`src/rtl/itch_pkg.sv`:
```
// Shared ITCH 5.0 decoder definitions: type bytes, message lengths, field
// offsets and the enums used by the order-message parser.
package itch_pkg;

  localparam int BUF_BYTES = 40;

  localparam logic [7:0] TYPE_ADD      = 8'h41;
  localparam logic [7:0] TYPE_ADD_MPID = 8'h46;
  localparam logic [7:0] TYPE_EXECUTE  = 8'h45;
  localparam logic [7:0] TYPE_CANCEL   = 8'h58;
  localparam logic [7:0] TYPE_DELETE   = 8'h44;
  localparam logic [7:0] TYPE_REPLACE  = 8'h55;
  localparam logic [7:0] SIDE_SELL     = 8'h53;

  localparam logic [5:0] LEN_ADD      = 6'd36;
  localparam logic [5:0] LEN_ADD_MPID = 6'd40;
  localparam logic [5:0] LEN_EXECUTE  = 6'd31;
  localparam logic [5:0] LEN_CANCEL   = 6'd23;
  localparam logic [5:0] LEN_DELETE   = 6'd19;
  localparam logic [5:0] LEN_REPLACE  = 6'd35;

  localparam int OFF_LOCATE      = 1;
  localparam int OFF_ORDER_REF   = 11;
  localparam int OFF_SIDE        = 19;
  localparam int OFF_ADD_SHARES  = 20;
  localparam int OFF_ADD_PRICE   = 32;
  localparam int OFF_EXEC_SHARES = 19;
  localparam int OFF_NEW_REF     = 19;
  localparam int OFF_REPL_SHARES = 27;
  localparam int OFF_REPL_PRICE  = 31;

  typedef enum logic [2:0] {
    OP_NONE    = 3'd0,
    OP_ADD     = 3'd1,
    OP_EXECUTE = 3'd2,
    OP_CANCEL  = 3'd3,
    OP_DELETE  = 3'd4,
    OP_REPLACE = 3'd5
  } operation_t;

  typedef enum logic [1:0] {
    IDLE,
    COLLECT,
    SKIP,
    HOLD
  } state_t;

  // A length of zero marks a type the parser does not decode.
  function automatic logic [5:0] msg_len(input logic [7:0] msg_type);
    case (msg_type)
      TYPE_ADD:      msg_len = LEN_ADD;
      TYPE_ADD_MPID: msg_len = LEN_ADD_MPID;
      TYPE_EXECUTE:  msg_len = LEN_EXECUTE;
      TYPE_CANCEL:   msg_len = LEN_CANCEL;
      TYPE_DELETE:   msg_len = LEN_DELETE;
      TYPE_REPLACE:  msg_len = LEN_REPLACE;
      default:       msg_len = 6'd0;
    endcase
  endfunction

endpackage

```
`src/rtl/itch_field_extract.sv`:
```
// Combinational field decoder: turns a captured message buffer and its type
// byte into one normalised order event.
module itch_field_extract
  import itch_pkg::*;
#(
  parameter int ID_WIDTH    = 64,
  parameter int PRICE_WIDTH = 32,
  parameter int QUANT_WIDTH = 32,
  parameter int STOCK_WIDTH = 16
) (
  input  logic [BUF_BYTES-1:0][7:0] msg_buf,
  input  logic [7:0]                msg_type,
  output operation_t                operation,
  output logic [STOCK_WIDTH-1:0]    stock_symbol,
  output logic [ID_WIDTH-1:0]       order_id,
  output logic [ID_WIDTH-1:0]       new_order_id,
  output logic                      order_type,
  output logic [QUANT_WIDTH-1:0]    quantity,
  output logic [PRICE_WIDTH-1:0]    price
);

  // Big-endian gather: the lowest byte index lands in the most significant byte.
  function automatic logic [63:0] be_field(input logic [BUF_BYTES-1:0][7:0] b,
                                           input int off, input int nbytes);
    logic [63:0] v;
    logic [5:0]  idx;
    v = '0;
    for (int i = 0; i < nbytes; i++) begin
      idx = 6'(off + i);
      v   = {v[55:0], b[idx]};
    end
    return v;
  endfunction

  always_comb begin
    operation    = OP_NONE;
    stock_symbol = '0;
    order_id     = '0;
    new_order_id = '0;
    order_type   = 1'b0;
    quantity     = '0;
    price        = '0;
    case (msg_type)
      TYPE_ADD, TYPE_ADD_MPID: begin
        operation  = OP_ADD;
        order_type = (msg_buf[OFF_SIDE] == SIDE_SELL);
        quantity   = QUANT_WIDTH'(be_field(msg_buf, OFF_ADD_SHARES, 4));
        price      = PRICE_WIDTH'(be_field(msg_buf, OFF_ADD_PRICE, 4));
      end
      TYPE_EXECUTE: begin
        operation = OP_EXECUTE;
        quantity  = QUANT_WIDTH'(be_field(msg_buf, OFF_EXEC_SHARES, 4));
      end
      TYPE_CANCEL: begin
        operation = OP_CANCEL;
        quantity  = QUANT_WIDTH'(be_field(msg_buf, OFF_EXEC_SHARES, 4));
      end
      TYPE_DELETE: begin
        operation = OP_DELETE;
      end
      TYPE_REPLACE: begin
        operation    = OP_REPLACE;
        new_order_id = ID_WIDTH'(be_field(msg_buf, OFF_NEW_REF, 8));
        quantity     = QUANT_WIDTH'(be_field(msg_buf, OFF_REPL_SHARES, 4));
        price        = PRICE_WIDTH'(be_field(msg_buf, OFF_REPL_PRICE, 4));
      end
      default: ;
    endcase
    if (operation != OP_NONE) begin
      stock_symbol = STOCK_WIDTH'(be_field(msg_buf, OFF_LOCATE, 2));
      order_id     = ID_WIDTH'(be_field(msg_buf, OFF_ORDER_REF, 8));
    end
  end

endmodule

```
`src/rtl/itch_msg_parser.sv`:
```
// ITCH 5.0 order-message parser: collects beats into a capture buffer and
// presents one decoded event per supported message through a single slot.
module itch_msg_parser
  import itch_pkg::*;
#(
  parameter int BEAT_BYTES  = 4,
  parameter int ID_WIDTH    = 64,
  parameter int PRICE_WIDTH = 32,
  parameter int QUANT_WIDTH = 32,
  parameter int STOCK_WIDTH = 16
) (
  input  logic                    clk_in,
  input  logic                    reset_n_in,
  input  logic [BEAT_BYTES*8-1:0] data_in,
  input  logic                    valid_in,
  input  logic                    sop_in,
  output logic                    ready_out,
  output logic                    out_valid,
  input  logic                    out_ready_in,
  output logic [2:0]              operation_out,
  output logic [STOCK_WIDTH-1:0]  stock_symbol_out,
  output logic [ID_WIDTH-1:0]     order_id_out,
  output logic [ID_WIDTH-1:0]     new_order_id_out,
  output logic                    order_type_out,
  output logic [QUANT_WIDTH-1:0]  quantity_out,
  output logic [PRICE_WIDTH-1:0]  price_out,
  output logic                    err_out
);

  state_t                   state_q, state_d;
  logic [5:0]               cnt_q, cnt_d;
  logic [BUF_BYTES-1:0][7:0] buf_q, buf_next;
  logic                     accept, wr_en, load, clear, err_d, beat_done;
  logic [5:0]               base, beat_len;
  logic [6:0]               beat_end;

  operation_t               ext_op;
  logic [STOCK_WIDTH-1:0]   ext_stock;
  logic [ID_WIDTH-1:0]      ext_id, ext_new_id;
  logic                     ext_side;
  logic [QUANT_WIDTH-1:0]   ext_qty;
  logic [PRICE_WIDTH-1:0]   ext_price;

  assign ready_out = (state_q != HOLD) || out_ready_in;
  assign out_valid = (state_q == HOLD);
  assign accept    = valid_in && ready_out;
  assign base      = sop_in ? 6'd0 : cnt_q;
  assign beat_end  = {1'b0, base} + 7'(BEAT_BYTES);
  assign beat_len  = sop_in ? msg_len(data_in[7:0]) : msg_len(buf_q[0]);
  assign beat_done = (beat_len != 6'd0) && (beat_end >= {1'b0, beat_len});

  // The decoder looks at the buffer including the current beat, so the event
  // can be registered on the same edge that accepts the final beat.
  always_comb begin
    buf_next = buf_q;
    for (int j = 0; j < BEAT_BYTES; j++) begin
      if (({1'b0, base} + 7'(j)) < 7'(BUF_BYTES))
        buf_next[base + 6'(j)] = data_in[j*8 +: 8];
    end
  end

  itch_field_extract #(
    .ID_WIDTH    (ID_WIDTH),
    .PRICE_WIDTH (PRICE_WIDTH),
    .QUANT_WIDTH (QUANT_WIDTH),
    .STOCK_WIDTH (STOCK_WIDTH)
  ) u_extract (
    .msg_buf      (buf_next),
    .msg_type     (buf_next[0]),
    .operation    (ext_op),
    .stock_symbol (ext_stock),
    .order_id     (ext_id),
    .new_order_id (ext_new_id),
    .order_type   (ext_side),
    .quantity     (ext_qty),
    .price        (ext_price)
  );

  // A sop beat always starts a fresh message; arriving mid-collection it
  // also flags the truncated message it replaces.
  always_comb begin
    state_d = state_q;
    cnt_d   = cnt_q;
    err_d   = 1'b0;
    wr_en   = 1'b0;
    load    = 1'b0;
    clear   = (state_q == HOLD) && out_ready_in;
    if (clear) state_d = IDLE;
    if (accept) begin
      if (sop_in) begin
        wr_en = 1'b1;
        err_d = (state_q == COLLECT);
        if (beat_len == 6'd0) begin
          state_d = SKIP;
          cnt_d   = '0;
        end else if (beat_done) begin
          state_d = HOLD;
          load    = 1'b1;
          cnt_d   = '0;
        end else begin
          state_d = COLLECT;
          cnt_d   = beat_end[5:0];
        end
      end else begin
        case (state_q)
          COLLECT: begin
            wr_en = 1'b1;
            if (beat_done) begin
              state_d = HOLD;
              load    = 1'b1;
              cnt_d   = '0;
            end else begin
              cnt_d = beat_end[5:0];
            end
          end
          SKIP:    state_d = SKIP;
          default: err_d = 1'b1;
        endcase
      end
    end
  end

  always_ff @(posedge clk_in or negedge reset_n_in) begin
    if (!reset_n_in) begin
      state_q <= IDLE;
      cnt_q   <= '0;
      buf_q   <= '0;
      err_out <= 1'b0;
    end else begin
      state_q <= state_d;
      cnt_q   <= cnt_d;
      err_out <= err_d;
      if (wr_en) buf_q <= buf_next;
    end
  end

  always_ff @(posedge clk_in or negedge reset_n_in) begin
    if (!reset_n_in) begin
      operation_out    <= '0;
      stock_symbol_out <= '0;
      order_id_out     <= '0;
      new_order_id_out <= '0;
      order_type_out   <= 1'b0;
      quantity_out     <= '0;
      price_out        <= '0;
    end else if (load) begin
      operation_out    <= ext_op;
      stock_symbol_out <= ext_stock;
      order_id_out     <= ext_id;
      new_order_id_out <= ext_new_id;
      order_type_out   <= ext_side;
      quantity_out     <= ext_qty;
      price_out        <= ext_price;
    end else if (clear) begin
      operation_out    <= '0;
      stock_symbol_out <= '0;
      order_id_out     <= '0;
      new_order_id_out <= '0;
      order_type_out   <= 1'b0;
      quantity_out     <= '0;
      price_out        <= '0;
    end
  end

endmodule
```
`config.mk`:
```
export PLATFORM = sky130hd
export DESIGN_NAME = itch_msg_parser
export DESIGN_NICKNAME = d
export VERILOG_FILES = /design/src/rtl/itch_pkg.sv /design/src/rtl/itch_field_extract.sv /design/src/rtl/itch_msg_parser.sv
export SDC_FILE = /design/constraint.sdc
export NUM_CORES = 1
export LEC_CHECK = 0
export BUFFER_PORTS_ARGS = -buffer_cell sky130_fd_sc_hd__buf_2
export CORE_MARGIN = 3
export CORE_UTILIZATION = 30
export CTS_CLUSTER_SIZE = 8
export DETAILED_ROUTE_END_ITERATION = 7
export GPL_TIMING_DRIVEN = 0
export PLACE_DENSITY = 0.53
export REMOVE_ABC_BUFFERS = 1
export SYNTH_ARGS = -nofsm -noshare
export SYNTH_HDL_FRONTEND = slang
export SYNTH_SLANG_ARGS = --single-unit
```
`constraint.sdc`:
```
create_clock -name clk_in -period 5.4 [get_ports clk_in]
set_input_delay 1.08 -clock clk_in [delete_from_list [all_inputs] [get_ports clk_in]]
set_output_delay 1.08 -clock clk_in [all_outputs]
set_load 0.01 [all_outputs]
```
=== Word-level counts from Yosys, hierarchy flattened ===
Cells that the tools add are included.

* Multipliers: 0
* Reductions and logical operators: 17
* Add/subtract/negate cells: 7
* Bitwise gates (word level): 0
* Eq/ne operators: 23
* $lt $le $gt $ge: 13
* Div/mod/pow operators: 0
* Shifts and indexed selects: 0
* Mux-type cells: 61

{| class="wikitable"
|+ Operators by type and width
! kind !! count
|-
| bitwise mux 320 bit || 4
|-
| two-way mux 320 bit || 4
|-
| two-way mux 64 bit || 5
|-
| demux 8 bit (select 6 bit) || 4
|-
| equality test 8 x 7 -> 1 bit, second input constant || 19
|-
| two-way mux 32 bit || 3
|-
| one-hot mux 32 bit (3 select lines) || 1
|-
| one-hot mux 6 bit (6 select lines) || 2
|-
| one-hot mux 32 bit (2 select lines) || 1
|-
| two-way mux 16 bit || 3
|-
| two-way mux 6 bit || 6
|-
| two-way mux 8 bit || 4
|-
| < comparator 6 x 7 -> 1 bit, second input constant || 4
|-
| >= comparator 6 x 1 -> 1 bit, second input constant || 4
|-
| < comparator 7 x 6 -> 1 bit, second input constant || 3
|-
| one-hot mux 3 bit (5 select lines) || 1
|-
| adder 6 x 2 -> 7 bit, second input constant || 2
|-
| two-way mux 1 bit || 14
|-
| adder 6 x 2 -> 6 bit, second input constant || 2
|-
| two-way mux 2 bit || 6
|-
| adder 6 x 1 -> 7 bit, second input constant || 1
|-
| adder 6 x 3 -> 7 bit, second input constant || 1
|-
| >= comparator 7 x 6 -> 1 bit || 1
|-
| logical AND 1 bit || 7
|-
| 14 further kinds || 19
|}

* Output and inout port bits: 215
* RAM bits: 0
* Flip-flop bits (word level): 541
* Input port bits: 37
* Memories kept: 0
* Bits in latches: 0
* Logic and storage cells: 171
* ROM bits: 0

=== Logic depth before layout (Yosys ltp) ===
* Depth in word-level cells: 19
* Mapped depth: 20
* Mapped depth without buffers: 15

=== Hierarchy ===
Synthesis repeated with hierarchy kept, for this count alone.

* Cell total of the unflattened synthesis: 4846
* Area total of the unflattened synthesis: 39457.8 µm²

{| class="wikitable"
|+ Modules (own cells, without submodules)
! module !! cells an instance !! area each (µm²) !! sequential area each (µm²) !! instances
|-
| itch_msg_parser || 4504 || 37333.3 || 13538.0 || 1
|-
| itch_field_extract || 342 || 2124.5 || 0.0 || 1
|}

=== Worst setup path before layout ===
OpenSTA, ideal clock, no wires.

* Path type: input port to flip-flop
* Start: input sop_in
* End: register price_out[17]
* Arrival: 4.845 ns
* Path buffers: 5
* Setup slack: 0.465 ns
* Data required time: 5.310 ns
* Stages on the path: 18
* Library setup time: 0.090 ns
* Cell sequence: buf_2 > clkbuf_1 > nor2b_1 > inv_1 > ha_1 > or4bb_1 > o21ai_0 > nand4_1 > nor2_1 > a222oi_1 > o21a_1 > or3_1 > buf_2 > nor4_4 > nand2_1 > buf_2 > buf_6 > o221ai_1

* Word-level cells in the longest chain between the ends: 17
* Elaborated cells between the ends (all ways): 57
* Those cells by class: 7 x add/sub; 13 x order compare; 3 x eq/ne; 25 x mux; 9 x reduce/logical

{| class="wikitable"
|+ RTL lines
! item !! line !! text
|-
| start: declaration || itch_msg_parser.sv:16 || <nowiki>input logic sop_in,</nowiki>
|-
| parallel branches: the longest is 17 deep, another holds < comparator 6 x 7 -> 1 bit || n/a ||
|-
| end signal: assignment || itch_msg_parser.sv:153 || <nowiki>price_out <= ext_price;</nowiki>
|-
| end: declaration || itch_msg_parser.sv:26 || <nowiki>output logic [PRICE_WIDTH-1:0] price_out,</nowiki>
|}

Parallel ways; which one is timed is not known.
A chain may end at the register's enable or synchronous reset.

=== Worst setup path in the final report ===
* Start: input sop_in
* End: register buf_q[13] in the netlist's numbering

* Word-level cells in the longest chain between the ends: 13
* Elaborated cells between the ends (all ways): 41
* Those cells by class: 6 x add/sub; 12 x order compare; 19 x mux; 4 x reduce/logical

{| class="wikitable"
|+ RTL lines
! item !! line !! text
|-
| parallel branches: the longest is 13 deep, another holds < comparator 6 x 7 -> 1 bit || n/a ||
|-
| end signal: assignment || itch_msg_parser.sv:133 || <nowiki>if (wr_en) buf_q <= buf_next;</nowiki>
|-
| end: declaration || itch_msg_parser.sv:32 || <nowiki>logic [BUF_BYTES-1:0][7:0] buf_q, buf_next;</nowiki>
|}

Parallel ways; which one is timed is not known.

==> results.json <==
{
  "status": "finished, final reports clean",
  "yosys_warnings": 0,
  "syn_inst": 3534,
  "critPathMaxStageDelay_ps": 990,
  "synth_seq_cells": 445,
  "via_per_inst": 5.59,
  "yosys_most_used_dff": "dfrtp_1",
  "period_share_pct": 99.1,
  "crit_top_cell": "nand2_1",
  "fp.coreArea_mm2": 0.0919,
  "drive_above_1_share_pct": 15.6,
  "place.gp.congestion": 0.924,
  "crit_arrival_ps": 5820,
  "drc": 0,
  "synth.area.mux_share_pct": 7.26,
  "wl_met3_um": 9290,
  "critPathSlowestCell": "nor2_1",
  "synth_area_mm2": 0.0279,
  "path_cells": "buf_4 > inv_2 > nand2_1 > inv_1 > ha_2 > nor2b_1 > xnor2_1 > nand2_1 > a32oi_1 > and2_0 > nand2_1 > nor2_1 > mux2i_1 > o21ai_0",
  "drt-total-wl_um": 119000,
  "drtAntennaViolNets": 0,
  "antenna_found_initial": 3,
  "grt_max_degree": 107,
  "gr-total-overflow": 0,
  "cts_sinks": 445,
  "hp-class": "primary input to async pin",
  "clock.fmax_mhz": 187,
  "synth_top_family_by_area": "compound AO/OA/AOI/OAI gates",
  "synthAdderAreaFrac_pct": 0.538,
  "fp-row-count": 111,
  "wl_met2_um": 53900,
  "finalHoldViolCount": 0,
  "wl_met1_um": 50800,
  "setup_ws_ps": 50.7,
  "rsz0062_at_grt": "yes",
  "p_per_area_mw_per_mm2": 328,
  "h-tree-depth": 3,
  "worstPathRequired_ps": 5870,
  "slew_headroom_pct": 11.2,
  "crit_fanout": 34,
  "p_leak_nw": 14.8,
  "synth_edf_count": 0,
  "max_cap_viol_count": 0,
  "root_buffer": "clkbuf_16",
  "fillers": 9670,
  "syn_area_per_cell_um2": 7.90,
  "grt_pass1_wl_um": 176000,
  "crit_path_end_kind": "flip-flop",
  "num_vias": 27122,
  "power_mw": 10.7,
  "ys_types": 81,
  "path_clk_slew_ps": 60,
  "worstSkewPairLatency_ps": 610,
  "r2r.worst_path.cells": 12,
  "syn2layout_area_growth_pct": 16.8,
  "die_y_um": 311,
  "portBuffers": 251,
  "yosysSeqAreaShare_pct": 39.9,
  "cp-start-kind": "primary input",
  "timing.final.crit_period_ps": 5350,
  "worstMarginPinSlew_ps": 1320,
  "async_flop_share_pct": 100,
  "setup_violations": 0,
  "synth-simple-area-share_pct": 21.0,
  "cts_buffer_depth": 3,
  "firstDrtPassIters": 6,
  "die_x_um": 311,
  "critPathKind": "primary input to flip-flop",
  "initial_core_util_pct": 30.4,
  "top_layer_used": "met5",
  "drtIter0Drc": 2854,
  "pre_cts_slack_ps": -2060,
  "tns_ps": 0,
  "final_core_util_pct": 35.5,
  "dieArea_mm2": 0.0968,
  "synthXorXnorAreaFrac_pct": 0.560,
  "final_max_slew_viol_count": 0,
  "grt.total_usage_pct": 23.7,
  "grt_pass1_vias": 25605,
  "vdd_drop_max_uv": 200,
  "cts_buffers": 66,
  "cts_tree": "done",
  "hpwlAfterDp_um": 74100,
  "pin_count": 252,
  "synth_compound_area_share_pct": 25.5,
  "wl_per_cell_um": 24.5,
  "whs_ps": 416,
  "fin_nets": 3640,
  "fin_skew_ps": 27.2
}
cell usage after synthesis (18+ instances only):
| master | number | area (µm²) |
|---|---|---|
| clkbuf_1 | 279 | 1050 |
| buf_2 | 18 | 90.1 |
| a32oi_1 | 30 | 263 |
| o21ai_2 | 71 | 622 |
| a21oi_1 | 266 | 1330 |
| o21ai_0 | 349 | 1750 |
| mux2i_1 | 188 | 1880 |
| nand3_1 | 114 | 571 |
| nor2_1 | 232 | 871 |
| a22o_1 | 60 | 526 |
| dfrtp_1 | 445 | 11100 |
| a22oi_1 | 51 | 383 |
| a211oi_1 | 67 | 503 |
| nand2b_1 | 19 | 119 |
| o221ai_1 | 39 | 342 |
| nand2_1 | 901 | 3380 |
| o211ai_1 | 52 | 390 |
| nor3_1 | 40 | 200 |
| buf_1 | 18 | 67.6 |
layer usage:
layer | up-vias | global-route usage [%]
met5 | - | 0
met2 | 1148 | 37.6
met1 | 13141 | 31.6
li1 | 12580 | -
met3 | 251 | 4.85
met4 | 2 | 9.29
registers in the layout, indices dropped and copies added (netlist names), 3 cells and up:
name              count
buf_q               224
new_order_id_out     64
order_id_out         64
price_out            32
quantity_out         32
stock_symbol_out     16
cnt_q                 6
operation_out         3
cell families (layout without fill, tap and decap cells):
family	after synthesis	count (layout)
other	0	2
XOR/XNOR	17	17
AND/OR/NAND/NOR	1408	1408
AO/OA/AOI/OAI	1105	1106
buffers and inverters	346	416
multiplexers	201	201
flip-flops	445	445
adder cells (fa/ha/maj)	12	12
cell usage in the layout (no fill, tap or decap), types with 10 or more instances in the layout:
cell,n
nor2_1,220
ha_1,10
nand4_1,15
inv_1,10
a32oi_1,30
a311oi_1,16
nand2b_1,19
o21ai_2,71
o211ai_1,52
a211oi_1,67
buf_12,17
buf_4,25
a21oi_1,265
dfrtp_1,444
buf_16,16
a22o_1,60
o21ai_0,348
o21a_1,15
nand2_1,899
o22ai_1,12
mux2_2,13
a22oi_1,51
clkbuf_16,68
buf_2,247
o21ai_1,13
mux2i_1,188
a21o_1,12
or3_1,16
nand3_1,114
nor3_1,26
o221ai_1,39
nor3_2,15
power breakdown:
group	internal, mW	leakage (nW)	total (mW)	switching, mW
sequential	3.70	6.16	3.97	0.270
combinational	0.954	7.78	2.86	1.90
clock	2.25	0.881	3.87	1.63
total	6.90	14.8	10.7	3.80
layout make-up:
type	count	area (µm²)	area share (%)
inverters	12	46.3	0.142
multi-input cells	2744	15600	48.0
repair buffers	322	2430	7.45
clock inverters	6	71.3	0.219
diodes	2	5.00	0.0153
well taps	1243	1560	4.77
flip-flops and latches	445	11100	34.1
clock buffers	76	1730	5.31
stage by stage:
step	area [µm²]	instances
3_5_place_dp	30500	4750
6_report	32600	4850
5_1_grt	32600	4849
4_1_cts	32500	4839
2_1_floorplan	26500	3200
3_3_place_gp	29300	4694
timing repair:
item | in CTS | in global routing
gates cloned | 0 | 1
hold buffers | 0 | 0
pin swaps | 3 | 0
setup endpoints to repair | 282 | 208
buffers inserted | 7 | 8
resized for setup | 16 | 15
critical path: cells and delay by family:
family	cells	cell delay (ps)
adders and majority gates	1	310
and+or+nand+nor	6	2220
muxes	1	510
xor gates and xnor gates	1	360
AOI/OAI and AO/OA	2	580
buffers and inverters	3	750
worst paths after layout:
| path | slack [ps] | end | start |
|---|---|---|---|
| hold reg to reg | 470 | order_id_out[33] | order_id_out[33] |
| hold / removal | 420 | new_order_id_out[54] | reset_n_in |
| setup reg to reg | 210 | buf_q[13] | cnt_q[1] |
| setup / recovery | 50 | buf_q[13] | sop_in |
| min in group clk_in | 470 | order_id_out[33] | order_id_out[33] |
| max in group asynchronous | 3520 | order_id_out[26] | reset_n_in |
No activity file was read; power rests on OpenSTA's default activity.
